**config.mk**
```make
export PLATFORM = sky130hd
export DESIGN_NAME = fetch_f_stage_flat
export DESIGN_NICKNAME = d
export VERILOG_FILES = /design/src/rtl/fetch_f_stage_if.sv /design/src/rtl/fetch_f_stage.sv /design/src/flat_wrapper.sv
export SDC_FILE = /design/constraint.sdc
export NUM_CORES = 1
export LEC_CHECK = 0
export CELL_PAD_IN_SITES_DETAIL_PLACEMENT = 1
export CELL_PAD_IN_SITES_GLOBAL_PLACEMENT = 2
export CORE_ASPECT_RATIO = 0.9
export CORE_MARGIN = 2
export CORE_UTILIZATION = 32
export DETAILED_ROUTE_END_ITERATION = 10
export GPL_ROUTABILITY_DRIVEN = 0
export GPL_TIMING_DRIVEN = 0
export HOLD_SLACK_MARGIN = 0.02
export PLACE_DENSITY = 0.85
export SLEW_MARGIN = 20
export SYNTH_ARGS = -nofsm -noshare
export SYNTH_HDL_FRONTEND = slang
export SYNTH_SLANG_ARGS = --single-unit
```
**constraint.sdc**
```tcl
create_clock -name clk_i -period 16.8 [get_ports clk_i]
set_clock_uncertainty 0.05 [all_clocks]
set_input_delay 5.04 -clock clk_i [delete_from_list [all_inputs] [get_ports clk_i]]
set_output_delay 5.04 -clock clk_i [all_outputs]
set_load 0.05 [all_outputs]
```
**src/rtl/fetch_f_stage_if.sv**
```systemverilog
// rtl/fetch_f_stage_if.sv - instruction-memory read channel between fetch stage and memory
// Signals:
//   imem_req_o    request, held with imem_addr_o until the ack cycle
//   imem_addr_o   8-byte-aligned doubleword address
//   imem_ack_i    read complete; imem_rdata_i and imem_err_i valid this cycle
//   imem_rdata_i  little-endian doubleword
//   imem_err_i    address error, qualified by imem_ack_i
interface fetch_f_stage_if;
   logic        imem_req_o;
   logic [63:0] imem_addr_o;
   logic        imem_ack_i;
   logic [63:0] imem_rdata_i;
   logic        imem_err_i;

   modport master (
      output imem_req_o, imem_addr_o,
      input  imem_ack_i, imem_rdata_i, imem_err_i
   );

   modport slave (
      input  imem_req_o, imem_addr_o,
      output imem_ack_i, imem_rdata_i, imem_err_i
   );
endinterface

```
**src/rtl/fetch_f_stage.sv**
```systemverilog
// rtl/fetch_f_stage.sv - Y86-64 fetch stage assembling instructions from aligned doubleword reads
// Ports:
//   clk_i, rst_i            clock, synchronous active-high reset
//   F_stall_i               hold the presented instruction and PC
//   redirect_i, _pc_i       PC correction, wins over every other transition
//   imem (master)           one outstanding aligned read at a time
//   f_stat_o .. f_valP_o    decoded instruction for the F/D register (bubble when not valid)
//   f_valid_o               f_* outputs hold a complete instruction
module fetch_f_stage #(
   parameter logic [63:0] RESET_PC = 64'h0
) (
   input  logic                   clk_i,
   input  logic                   rst_i,
   input  logic                   F_stall_i,
   input  logic                   redirect_i,
   input  logic [63:0]            redirect_pc_i,
   fetch_f_stage_if.master        imem,
   output logic [2:0]             f_stat_o,
   output logic [63:0]            f_pc_o,
   output logic [3:0]             f_icode_o,
   output logic [3:0]             f_ifun_o,
   output logic [3:0]             f_rA_o,
   output logic [3:0]             f_rB_o,
   output logic [63:0]            f_valC_o,
   output logic [63:0]            f_valP_o,
   output logic                   f_valid_o
);
   localparam logic [2:0] SAOK = 3'd1;
   localparam logic [2:0] SHLT = 3'd2;
   localparam logic [2:0] SADR = 3'd3;
   localparam logic [2:0] SINS = 3'd4;

   typedef enum logic [1:0] {REQ_LO, REQ_HI, VALID, HALTED} state_e;

   state_e      state_q, state_d;
   logic [63:0] pc_q, pc_d, addr_q, lo_q, hi_q;
   logic        drop_q, err_q;

   function automatic logic need_regs(input logic [3:0] ic);
      case (ic)
         4'h2, 4'h3, 4'h4, 4'h5, 4'h6, 4'hA, 4'hB: need_regs = 1'b1;
         default:                                  need_regs = 1'b0;
      endcase
   endfunction

   function automatic logic need_valc(input logic [3:0] ic);
      case (ic)
         4'h3, 4'h4, 4'h5, 4'h7, 4'h8: need_valc = 1'b1;
         default:                      need_valc = 1'b0;
      endcase
   endfunction

   function automatic logic [3:0] ins_len(input logic [3:0] ic);
      ins_len = 4'd1 + {3'b000, need_regs(ic)} + {need_valc(ic), 3'b000};
   endfunction

   // The opcode byte always sits in the low word, so the low ack alone
   // decides whether a second read is needed.
   logic [3:0] lo_icode;
   logic       lo_spans;
   assign lo_icode = imem.imem_rdata_i[{pc_q[2:0], 3'b100} +: 4];
   assign lo_spans = (5'(pc_q[2:0]) + 5'(ins_len(lo_icode))) > 5'd8;

   logic busy, take, new_req;
   assign busy    = (state_q == REQ_LO) || (state_q == REQ_HI);
   // An ack is kept only if no redirect is pending or arriving with it.
   assign take    = busy && imem.imem_ack_i && !drop_q && !redirect_i;
   assign new_req = (state_d == REQ_LO) && ((state_q != REQ_LO) || imem.imem_ack_i);

   // Decode of the 16-byte buffer starting at the PC byte offset.
   logic [79:0] win;
   logic [3:0]  raw_icode, dec_icode, dec_ifun, dec_ra, dec_rb, dec_len;
   logic        has_regs, has_valc, dec_bad;
   logic [2:0]  dec_stat;
   logic [63:0] dec_valc, dec_valp;

   always_comb begin
      win       = 80'({hi_q, lo_q} >> {pc_q[2:0], 3'b000});
      raw_icode = win[7:4];
      has_regs  = need_regs(raw_icode);
      has_valc  = need_valc(raw_icode);
      dec_bad   = err_q || (raw_icode > 4'hB);
      if (err_q)                   dec_stat = SADR;
      else if (raw_icode > 4'hB)   dec_stat = SINS;
      else if (raw_icode == 4'h0)  dec_stat = SHLT;
      else                         dec_stat = SAOK;
      dec_icode = raw_icode;
      dec_ifun  = win[3:0];
      dec_ra    = has_regs ? win[15:12] : 4'hF;
      dec_rb    = has_regs ? win[11:8]  : 4'hF;
      dec_valc  = !has_valc ? 64'h0 : (has_regs ? win[79:16] : win[71:8]);
      dec_len   = ins_len(raw_icode);
      if (dec_bad) begin
         dec_icode = 4'h1;
         dec_ifun  = 4'h0;
         dec_ra    = 4'hF;
         dec_rb    = 4'hF;
         dec_valc  = 64'h0;
         dec_len   = 4'd1;
      end
      dec_valp = pc_q + {60'h0, dec_len};
   end

   always_comb begin
      pc_d = pc_q;
      if (redirect_i)
         pc_d = redirect_pc_i;
      else if ((state_q == VALID) && !F_stall_i && (dec_stat == SAOK))
         pc_d = ((dec_icode == 4'h7) || (dec_icode == 4'h8)) ? dec_valc : dec_valp;
   end

   // State register
   always_ff @(posedge clk_i) begin
      if (rst_i) state_q <= REQ_LO;
      else       state_q <= state_d;
   end

   // Next state
   always_comb begin
      state_d = state_q;
      unique case (state_q)
         REQ_LO:
            if (imem.imem_ack_i) begin
               if (drop_q || redirect_i)                     state_d = REQ_LO;
               else if (imem.imem_err_i || !lo_spans)        state_d = VALID;
               else                                          state_d = REQ_HI;
            end
         REQ_HI:
            if (imem.imem_ack_i)
               state_d = (drop_q || redirect_i) ? REQ_LO : VALID;
         VALID:
            if (redirect_i)      state_d = REQ_LO;
            else if (!F_stall_i) state_d = (dec_stat == SAOK) ? REQ_LO : HALTED;
         HALTED:
            if (redirect_i)      state_d = REQ_LO;
         default:                state_d = REQ_LO;
      endcase
   end

   // Datapath: PC, request address, word buffer, drop and error flags
   always_ff @(posedge clk_i) begin
      if (rst_i) begin
         pc_q   <= RESET_PC;
         addr_q <= {RESET_PC[63:3], 3'b000};
         lo_q   <= 64'h0;
         hi_q   <= 64'h0;
         drop_q <= 1'b0;
         err_q  <= 1'b0;
      end else begin
         pc_q <= pc_d;
         if (take && (state_q == REQ_LO)) begin
            lo_q  <= imem.imem_rdata_i;
            err_q <= imem.imem_err_i;
         end
         if (take && (state_q == REQ_HI)) begin
            hi_q  <= imem.imem_rdata_i;
            err_q <= imem.imem_err_i;
         end
         if (new_req) begin
            addr_q <= {pc_d[63:3], 3'b000};
            err_q  <= 1'b0;
            drop_q <= 1'b0;
         end else if ((state_q == REQ_LO) && (state_d == REQ_HI)) begin
            addr_q <= addr_q + 64'd8;
         end else if (busy && !imem.imem_ack_i && redirect_i) begin
            // Address must stay put until the ack; remember to discard it.
            drop_q <= 1'b1;
         end
      end
   end

   // Outputs
   always_comb begin
      imem.imem_req_o  = busy;
      imem.imem_addr_o = addr_q;
      f_valid_o = 1'b0;
      f_stat_o  = 3'd0;
      f_pc_o    = 64'h0;
      f_icode_o = 4'h1;
      f_ifun_o  = 4'h0;
      f_rA_o    = 4'hF;
      f_rB_o    = 4'hF;
      f_valC_o  = 64'h0;
      f_valP_o  = 64'h0;
      if (state_q == VALID) begin
         f_valid_o = 1'b1;
         f_stat_o  = dec_stat;
         f_pc_o    = pc_q;
         f_icode_o = dec_icode;
         f_ifun_o  = dec_ifun;
         f_rA_o    = dec_ra;
         f_rB_o    = dec_rb;
         f_valC_o  = dec_valc;
         f_valP_o  = dec_valp;
      end
   end
endmodule

```
**src/flat_wrapper.sv**
```systemverilog
// flat-port wrapper written by rule: the top's interface ports become plain ports
module fetch_f_stage_flat 
#(
   parameter logic [63:0] RESET_PC = 64'h0
)
  (clk_i, rst_i, F_stall_i, redirect_i, redirect_pc_i, f_stat_o, f_pc_o, f_icode_o, f_ifun_o, f_rA_o, f_rB_o, f_valC_o, f_valP_o, f_valid_o, imem_imem_req_o, imem_imem_addr_o, imem_imem_ack_i, imem_imem_rdata_i, imem_imem_err_i);
  fetch_f_stage_if imem_i ();
  input  logic clk_i;
  input  logic rst_i;
  input  logic F_stall_i;
  input  logic redirect_i;
  input  logic [63:0] redirect_pc_i;
  output logic [2:0] f_stat_o;
  output logic [63:0] f_pc_o;
  output logic [3:0] f_icode_o;
  output logic [3:0] f_ifun_o;
  output logic [3:0] f_rA_o;
  output logic [3:0] f_rB_o;
  output logic [63:0] f_valC_o;
  output logic [63:0] f_valP_o;
  output logic f_valid_o;
  output wire logic [$bits(imem_i.imem_req_o)-1:0] imem_imem_req_o;
  output wire logic [$bits(imem_i.imem_addr_o)-1:0] imem_imem_addr_o;
  input wire logic [$bits(imem_i.imem_ack_i)-1:0] imem_imem_ack_i;
  input wire logic [$bits(imem_i.imem_rdata_i)-1:0] imem_imem_rdata_i;
  input wire logic [$bits(imem_i.imem_err_i)-1:0] imem_imem_err_i;
  assign imem_imem_req_o = imem_i.imem_req_o;
  assign imem_imem_addr_o = imem_i.imem_addr_o;
  assign imem_i.imem_ack_i = imem_imem_ack_i;
  assign imem_i.imem_rdata_i = imem_imem_rdata_i;
  assign imem_i.imem_err_i = imem_imem_err_i;
  fetch_f_stage #(.RESET_PC(RESET_PC)) u_core (.clk_i(clk_i), .rst_i(rst_i), .F_stall_i(F_stall_i), .redirect_i(redirect_i), .redirect_pc_i(redirect_pc_i), .imem(imem_i), .f_stat_o(f_stat_o), .f_pc_o(f_pc_o), .f_icode_o(f_icode_o), .f_ifun_o(f_ifun_o), .f_rA_o(f_rA_o), .f_rB_o(f_rB_o), .f_valC_o(f_valC_o), .f_valP_o(f_valP_o), .f_valid_o(f_valid_o));
endmodule
```
After elaboration in Yosys (flattened, before gate mapping) --
Index checks and enable logic that the tools add are counted.
Word-level totals: input bits 134, word-level logic and storage cells 124, output and inout port bits 277, ROM bits 0, register bits 260, memory bits (writable) 0, memories 0, latch bits 0
Operators by class: reduce and logical (&&, ||, !) cells 35, multiply operators 0, bitwise logic cells 1, add/sub/neg operators 7, $lt $le $gt $ge 2, multiplexer cells 43, equal/unequal tests 25, divide/modulo/power cells 0, shift operators 2
Operators with widths (count):
- 64-bit two-way mux | 11
- 128-bit by 6-bit right shift with 80-bit output | 1
- 64-bit by 4-bit adder with 64-bit output | 1
- 64-bit by 4-bit adder with 64-bit output, second input constant | 1
- 64-bit by 7-bit variable part select with 4-bit output | 1
- 4-bit two-way mux | 11
- 4-bit by 3-bit equality test with 1-bit output, second input constant | 9
- 4-bit equality test, second input constant | 7
- 2-bit two-way mux | 10
- 4-bit by 2-bit equality test with 1-bit output, second input constant | 4
- 7-bit OR reduction | 2
- 1-bit logical AND | 11
- 5-bit OR reduction | 2
- 3-bit two-way mux | 3
- 4-bit adder | 2
- 2-bit case mux with 4 select lines | 1
- 2-bit nonzero test | 4
- 1-bit two-way mux | 7
- 1-bit logical OR | 6
- 3-bit by 4-bit adder with 5-bit output | 1
- 5-bit by 4-bit greater-than comparator with 1-bit output, second input constant | 1
- 1-bit logical NOT | 5
- 1-bit by 1-bit adder with 2-bit output, first input constant | 2
- 2-bit by 1-bit equality test with 1-bit output, second input constant | 2
- other kinds (8) | 10

Logic depth before layout (Yosys ltp) --
Gate-level depths: netlist of the first run.
word-level depth 18, mapped depth 22, mapped depth without buffers 17

Least setup slack after synthesis of the first run --
OpenSTA, ideal clock, no wires.
path kind flip-flop to output port, start point register u_core.pc_q[1], end point output port f_valP_o[22], buffers on the path 4, arrival time 5056 ps, slack 6654 ps, cell stages (with the launch flop) 18, data required time 11710 ps, path through dfxtp_1 -> buf_6 -> buf_12 -> mux4_2 -> mux2_2 -> nand3_1 -> a21boi_4 -> nand2_2 -> clkbuf_1 -> or3_1 -> fa_1 -> nand3b_1 -> and2_1 -> or3_1 -> clkbuf_1 -> or2_2 -> xnor2_1 -> nor2_1
Between the ends: cells in the longest elaborated chain, start to end 9, elaborated cells on any way between the ends 21, classes of those cells 3 x add/sub; 1 x order compare; 9 x eq/ne; 1 x shift; 4 x mux; 3 x reduce/logical
Ends and longest elaborated chain:
- start, declared | RTL line fetch_f_stage.sv:36 | logic [63:0] pc_q, pc_d, addr_q, lo_q, hi_q;
- start signal, assigned | RTL line fetch_f_stage.sv:150 | pc_q <= pc_d;
- 128-bit by 6-bit right shift with 80-bit output | RTL line fetch_f_stage.sv:78 | win = 80'({hi_q, lo_q} >> {pc_q[2:0], 3'b000});
- 4-bit by 2-bit equality test with 1-bit output, or another cell as far along | RTL line fetch_f_stage.sv:40 | case (ic)
- 7-bit OR reduction | RTL line fetch_f_stage.sv:40
- 1-bit two-way mux | RTL line fetch_f_stage.sv:40
- 1-bit by 1-bit adder with 2-bit output | RTL line fetch_f_stage.sv:54 | ins_len = 4'd1 + {3'b000, need_regs(ic)} + {need_valc(ic), 3'b000};
- 4-bit adder | RTL line fetch_f_stage.sv:54
- 4-bit two-way mux | RTL line fetch_f_stage.sv:93 | if (dec_bad) begin
- 64-bit by 4-bit adder with 64-bit output (*) | RTL line fetch_f_stage.sv:101 | dec_valp = pc_q + {60'h0, dec_len};
- 64-bit two-way mux (*) | RTL line fetch_f_stage.sv:185 | if (state_q == VALID) begin
- end, declared | RTL line flat_wrapper.sv:20 | output logic [63:0] f_valP_o;
Mark *: on every way between the ends. The rest lies on a longest branch, timed or not.

Worst setup path in the final report of the first run --
start point register u_core.pc_q[1], end point output port f_valP_o[48]
The elaborated chain is that of the path after synthesis.

==> results.sh, run 1 <==
export IMPL_grt_pass1_vias=24069
export IMPL_p_seq_frac=0.330
export IMPL_p_sw_uw=811
export IMPL_synth_simple_area_share=0.291
export IMPL_power_density_nw_per_um2=80.0
export IMPL_startpoint="u_core.pc_q[1]$_SDFFE_PP0P_"
export IMPL_grt_pass1_wl_um=172000
export IMPL_cts_root_buf="clkbuf_16"
export IMPL_synth_seq_cells=257
export IMPL_yosysTopAreaCell="dfxtp_1"
export IMPL_tightestPinTransition_ps=1210
export IMPL_reg2regPathDepth=19
export IMPL_gr_total_overflow=0
export IMPL_insertion_delay_ps=620
export IMPL_arrival_ps=8360
export IMPL_yosys_top_cells_area="dfxtp_1 (26%), nand2_1 (9.2%), mux2i_1 (6.3%)"
export IMPL_start_util=0.323
export IMPL_grt_max_degree=16
export IMPL_cts_htree_levels=1
export IMPL_reg2reg_from="u_core.pc_q[1]$_SDFFE_PP0P_"
export IMPL_status="finished, final reports clean"
export IMPL_period_share=0.800
export IMPL_grt_usage=0.373
export IMPL_hold_violations=0
export IMPL_drive_gt1_frac=0.0990
export IMPL_ir_drop_mv=0.0694
export IMPL_r2r_end="u_core.imem.imem_addr_o[56]$_SDFFE_PP0P_"
export IMPL_synthCells=2617
export IMPL_die_h_um=240
export IMPL_clkPwrFrac=0.362
export IMPL_ys_flop_type="dfxtp_1"
export IMPL_seqCellArea_um2=5140
export IMPL_antenna_found_initial=3
export IMPL_synth_mux_area_frac=0.127
export IMPL_comb_power_share=0.309
export IMPL_dr_pass1_iters=6
export IMPL_drv_slew=0
export IMPL_cts_hold_buf=0
export IMPL_fmax_mhz=74.4
export IMPL_synth_compound_area_frac=0.206
export IMPL_rows=86
export IMPL_p_sw_frac=0.390
export IMPL_ios=411
export IMPL_path_class="reg2out"
export IMPL_fill_cells=7445
export IMPL_postSynthAreaPerCell_um2=7.55
export IMPL_clk_pin_slew_ps=60
export IMPL_cts_repair_resized=0
export IMPL_synth_enable_flop_cells=0
export IMPL_final_common_cell="nand2_1"
export IMPL_critPathCaptureType="output port"
export IMPL_fp_coreArea_um2=61100
export IMPL_max_slew_margin=0.183
export IMPL_cp_required_ps=11710
export IMPL_synth_top_family_by_area="simple AND/OR/NAND/NOR gates"
export IMPL_route_detailed_drc=0
export IMPL_vias=24705
export IMPL_synth_xor_area_share=0.0510
export IMPL_port_buffers=407
export IMPL_fin_cells=3877
export IMPL_critPathMaxFanout=10
export IMPL_cts_buffers=31
export IMPL_drt_wl_total_um=125000
export IMPL_viasPerCell=6.37
export IMPL_clock_sinks=257
export IMPL_holdCritStartpoint="u_core.lo_q[3]$_SDFFE_PP0P_"
export IMPL_antenna_left=0
export IMPL_synthesis_area_um2=19800
export IMPL_rrSetupSlack_ps=9170
export IMPL_synth_async_reset_ratio=0
export IMPL_clock_path_buffers=3
export IMPL_rsz0062_at_grt="no"
export IMPL_synth_fa_ha_area_frac=0.00582
export IMPL_multi_input_area_um2=13500
export IMPL_crit_end="f_valP_o[48]"
export IMPL_final_cell_mix="nand2_1 (485), clkdlybuf4s50_1 (407), dfxtp_1 (257), a21oi_1 (246), nor2_1 (243)"
export IMPL_p_int_uw=1270
export IMPL_post_cts_buffers=0
export IMPL_first_iter_violations=3225
export IMPL_synth_seq_area_share=0.260
export IMPL_die_area_um2=63800
export IMPL_start_kind="flop"
export IMPL_hp_class="reg2reg"
export IMPL_tritoncts="done"
export IMPL_wl_per_cell_um=32.1
export IMPL_ys_types=89
export IMPL_maxCapViolations=0
export IMPL_dp_hpwl_um=102000
export IMPL_period_needed_ps=13450
export IMPL_die_x_um=266
export IMPL_setup_violations=0
export IMPL_fin_setup_tns_ps=0
export IMPL_syn2layout_area_growth_pct=31.3
export IMPL_dpl_cell_count=3819
export IMPL_synth_top_area_share=0.260
export IMPL_nNetsFinal=3202
export IMPL_p_leak_uw=0.00883
export IMPL_yosys_warnings=0
## layer usage
metal	vias to the layer above	share of wire	GRT usage
li1	10279	-	-
met1	12319	0.41	0.497
met2	1802	0.42	0.551
met3	299	0.13	0.125
met4	6	0.043	0.147
met5	-	0.0017	0.0232
## cell type report
cell class / instances / area share
Multi-Input combinational cell: 2109 / 0.520
Sequential cell: 257 / 0.198
Timing Repair Buffer: 408 / 0.157
Buffer: 229 / 0.0413
Tap cell: 792 / 0.0382
Clock buffer: 37 / 0.0315
Clock inverter: 16 / 0.00969
Inverter: 24 / 0.00347
Antenna cell: 5 / 0.000482
## synth_stat cells, types with 14 or more instances
| master | instances |
|---|---|
| mux2i_1 | 125 |
| dfxtp_1 | 257 |
| xor2_1 | 27 |
| o211a_1 | 23 |
| o21ai_0 | 78 |
| nor4_2 | 34 |
| or3_1 | 42 |
| a211oi_1 | 26 |
| clkbuf_1 | 141 |
| inv_1 | 23 |
| buf_1 | 22 |
| nand3_1 | 72 |
| nand4_1 | 28 |
| o2111a_1 | 27 |
| nor2_1 | 244 |
| and2_1 | 68 |
| mux2_2 | 55 |
| mux4_2 | 24 |
| a211oi_2 | 14 |
| nor3_1 | 79 |
| buf_2 | 37 |
| a21oi_1 | 246 |
| o211ai_1 | 24 |
| nor4_1 | 23 |
| nand2_1 | 485 |
| xnor2_1 | 88 |
| o22ai_1 | 55 |
| and3_1 | 39 |
## critical path, cell delays in order, from the launching register on
cell and delay, ps:
dfxtp_1 500, buf_6 200, buf_12 160, mux4_2 540, mux2_2 340, nor2_1 380, a211oi_1 140, o21ai_0 980
inv_1 230, clkbuf_1 430, ha_1 500, nand3b_1 210, a211oi_1 730, nand4_1 470, clkbuf_1 400, or3_1 380
a21oi_1 260, clkdlybuf4s50_1 870
## worst min path at each step
stage | endpoint | slack, ps | cells after the start
floorplan | u_core.lo_q[3]$_SDFFE_PP0P_ | 380 | 2
global placement | u_core.lo_q[0]$_SDFFE_PP0P_ | 400 | 2
detailed placement | u_core.lo_q[3]$_SDFFE_PP0P_ | 400 | 2
CTS | u_core.lo_q[3]$_SDFFE_PP0P_ | 410 | 2
global route | u_core.lo_q[1]$_SDFFE_PP0P_ | 440 | 2
finish | u_core.lo_q[3]$_SDFFE_PP0P_ | 410 | 2
## sequential cells by signal (all words and copies together), names as in the netlist
| register | count |
|---|---|
| u_core.lo_q | 64 |
| u_core.pc_q | 64 |
| u_core.state_q | 2 |
| u_core.hi_q | 64 |
| u_core.err_q | 1 |
| u_core.drop_q | 1 |
| u_core.imem.imem_addr_o | 61 |
## power by group through the flow
stage	registers (uW)	clock network (uW)	logic (uW)
4_1_cts	682	747	611
6_report	685	751	641
2_1_floorplan	713	0	320
3_5_place_dp	695	0	608
3_3_place_gp	694	0	598
5_1_grt	686	770	653
## cell families (layout without fill, tap and decap cells)
kind of cell / Yosys count / after routing
AND/OR/NAND/NOR: 1173 / 1173
multiplexers: 210 / 210
flip-flops: 257 / 257
XOR/XNOR: 115 / 115
AO/OA/AOI/OAI: 600 / 600
other: 1 / 8
buffers and inverters: 253 / 714
adder cells (fa/ha/maj): 8 / 8
## per-stage QoR
stage | setup WS [ps] | area (um2) | hold slack [ps] | total power, uW | util
after floorplan | 6650 | 19800 | 382 | 1030 | -
after global placement | 4550 | 24800 | 395 | 1290 | 0.406
after detailed placement | 4530 | 24900 | 398 | 1300 | 0.407
after CTS | 3870 | 25900 | 408 | 2040 | 0.424
after global routing | 3580 | 25900 | 437 | 2110 | 0.425
final | 3350 | 26000 | 408 | 2080 | 0.425
No activity file was read; power rests on OpenSTA's default activity.
==> inputs of run 2 (changes only) <==
--- a/config.mk
+++ b/config.mk
@@ -9,12 +9,12 @@
 export CELL_PAD_IN_SITES_GLOBAL_PLACEMENT = 2
 export CORE_ASPECT_RATIO = 0.9
 export CORE_MARGIN = 2
-export CORE_UTILIZATION = 32
+export CORE_UTILIZATION = 27
 export DETAILED_ROUTE_END_ITERATION = 10
 export GPL_ROUTABILITY_DRIVEN = 0
 export GPL_TIMING_DRIVEN = 0
 export HOLD_SLACK_MARGIN = 0.02
-export PLACE_DENSITY = 0.85
+export PLACE_DENSITY = 0.76
 export SLEW_MARGIN = 20
 export SYNTH_ARGS = -nofsm -noshare
 export SYNTH_HDL_FRONTEND = slang
==> constraint.sdc (replaced) <==
create_clock -name clk_i -period 11.7 [get_ports clk_i]
set_clock_uncertainty 0.05 [all_clocks]
set_input_delay 3.51 -clock clk_i [delete_from_list [all_inputs] [get_ports clk_i]]
set_output_delay 3.51 -clock clk_i [all_outputs]
set_load 0.05 [all_outputs]
==> results.sh, run 2 (synthesis gave the netlist of run 1 again) <==
export IMPL_reg_largest_list="u_core.hi_q x64, u_core.lo_q x64, u_core.pc_q x64"
export IMPL_insertion_delay_ps=570
export IMPL_max_slew_margin=0.147
export IMPL_clk_pin_slew_ps=60
export IMPL_min_path_cells=2
export IMPL_dr_pass1_iters=5
export IMPL_arrival_ps=7940
export IMPL_rrSetupSlack_ps=4580
export IMPL_power_density_nw_per_um2=119
export IMPL_period_needed_ps=11500
export IMPL_clock_sinks=257
export IMPL_hold_violations=0
export IMPL_cts_hold_buf=0
export IMPL_holdCritStartpoint="u_core.hi_q[57]$_SDFFE_PP0P_"
export IMPL_grt_usage=0.331
export IMPL_clock_path_buffers=3
export IMPL_viasPerCell=6.02
export IMPL_start_util=0.272
export IMPL_cts_buffers=34
export IMPL_setup_ws_ps=196
export IMPL_drv_slew=0
export IMPL_final_cell_mix="nand2_1 (485), clkdlybuf4s50_1 (407), dfxtp_1 (257), a21oi_1 (246), nor2_1 (243)"
export IMPL_fin_setup_tns_ps=0
export IMPL_critPathMaxFanout=10
export IMPL_startpoint="u_core.pc_q[1]$_SDFFE_PP0P_"
export IMPL_die_x_um=289
export IMPL_critPathCaptureType="output port"
export IMPL_vias=24394
export IMPL_cts_root_buf="clkbuf_16"
export IMPL_tritoncts="done"
export IMPL_maxCapViolations=0
export IMPL_pre_cts_ws_ps=908
export IMPL_r2r_end="u_core.imem.imem_addr_o[60]$_SDFFE_PP0P_"
export IMPL_final_util=0.362
export IMPL_setup_violations=0
export IMPL_syn2layout_area_growth_pct=33.4
export IMPL_path_class="reg2out"
export IMPL_antenna_found_initial=10
export IMPL_start_kind="flop"
export IMPL_fmax_mhz=86.9
export IMPL_die_h_um=261
export IMPL_grt_pass1_vias=23775
export IMPL_rsz0062_at_grt="no"
export IMPL_nNetsFinal=3204
export IMPL_ios=411
export IMPL_final_common_cell="nand2_1"
export IMPL_grt_max_degree=13
export IMPL_hold_end="u_core.hi_q[57]$_SDFFE_PP0P_"
export IMPL_die_area_um2=75400
export IMPL_p_leak_uw=0.00892
export IMPL_port_buffers=407
export IMPL_tightestPinTransition_ps=1280
export IMPL_cts_htree_levels=2
export IMPL_drt_wl_total_um=130000
export IMPL_reg2regPathDepth=19
export IMPL_grt_pass1_wl_um=178000
export IMPL_hp_class="reg2reg"
export IMPL_status="finished, final reports clean"
export IMPL_first_iter_violations=3226
export IMPL_reg2reg_from="u_core.pc_q[1]$_SDFFE_PP0P_"
export IMPL_wl_per_cell_um=32.0
export IMPL_rows=94
export IMPL_gr_total_overflow=0
export IMPL_drive_gt1_frac=0.101
export IMPL_cp_required_ps=8140
export IMPL_dp_hpwl_um=107000
export IMPL_route_detailed_drc=0
export IMPL_ir_drop_mv=0.0735
export IMPL_antenna_left=0
export IMPL_fp_coreArea_um2=72800
export IMPL_period_share=0.983
[run 2: cell types whose count changed in the layout (fill, tap and decap cells not counted)]
| cell | before | now |
|---|---|---|
| clkbuf_16 | 31 | 37 |
| clkbuf_8 | 2 | 7 |
| diode_2 | 5 | 1 |
| inv_6 | 4 | 0 |
| clkinvlp_4 | 1 | 3 |
| a211oi_1 | 26 | 25 |
| a211oi_2 | 13 | 14 |
| buf_4 | 14 | 13 |
| bufinv_16 | 6 | 7 |
| clkinv_2 | 4 | 3 |
| nor4_1 | 21 | 22 |
| nor4_2 | 36 | 35 |
[run 2: timing repair]
item / CTS / global route
gates resized for setup: 0 / 2
setup buffers: 0 / 0
setup endpoints to repair: 0 / 5
[run 2: how the worst max path moves through the flow]
stage / depth (start not counted) / endpoint
6_report: 18 / f_valP_o[38]
3_5_place_dp: 17 / f_valP_o[48]
3_3_place_gp: 17 / f_valP_o[48]
2_1_floorplan: 17 / f_valP_o[22]
5_1_grt: 17 / f_valP_o[48]
4_1_cts: 17 / f_valP_o[48]
[run 2: area by class of cell]
| cell class | instances | area, um2 |
|---|---|---|
| Antenna cell | 1 | 2.50 |
| Buffer | 229 | 1070 |
| Clock buffer | 48 | 1040 |
| Clock inverter | 14 | 256 |
| Fill cell | 8780 | 46400 |
| Inverter | 24 | 90.1 |
| Multi-Input combinational cell | 2109 | 13500 |
| Sequential cell | 257 | 5140 |
| Tap cell | 960 | 1200 |
| Timing Repair Buffer | 407 | 4070 |
[run 2: layer usage]
metal / track usage / vias up / share of wire
li1: - / 10287 / -
met5: 0 / - / 0.00030
met3: 0.0842 / 260 / 0.11
met1: 0.458 / 12339 / 0.43
met4: 0.120 / 6 / 0.039
met2: 0.492 / 1502 / 0.42
[run 2: critical path, stage by stage (launching register included)]
cell	delay (ps)
dfxtp_1	540
buf_6	200
buf_12	150
mux4_2	540
mux2_2	350
nor2_1	350
a211oi_1	110
o21ai_0	820
inv_1	240
clkbuf_1	440
ha_1	510
nand3b_1	260
and2_1	310
nor3_1	640
nand4_1	410
nor2_1	470
xnor2_1	110
nor2_1	100
clkdlybuf4s50_1	820
[run 2: report_power, final]
group          switching, uW  internal, uW
Combinational            654           271
Clock                    452           774
Sequential              68.2           918
Total                   1170          1960
[run 2: through the flow]
stage | std cells | power [uW] | hold slack, ps | instance area [um2]
after detailed placement | 3986 | 1880 | 406 | 25100
after global routing | 4048 | 3200 | 438 | 26400
after floorplan | 2619 | 1480 | 382 | 19800
after CTS | 4048 | 3100 | 414 | 26400
after global placement | 3986 | 1870 | 400 | 25000
final | 4049 | 3140 | 412 | 26400
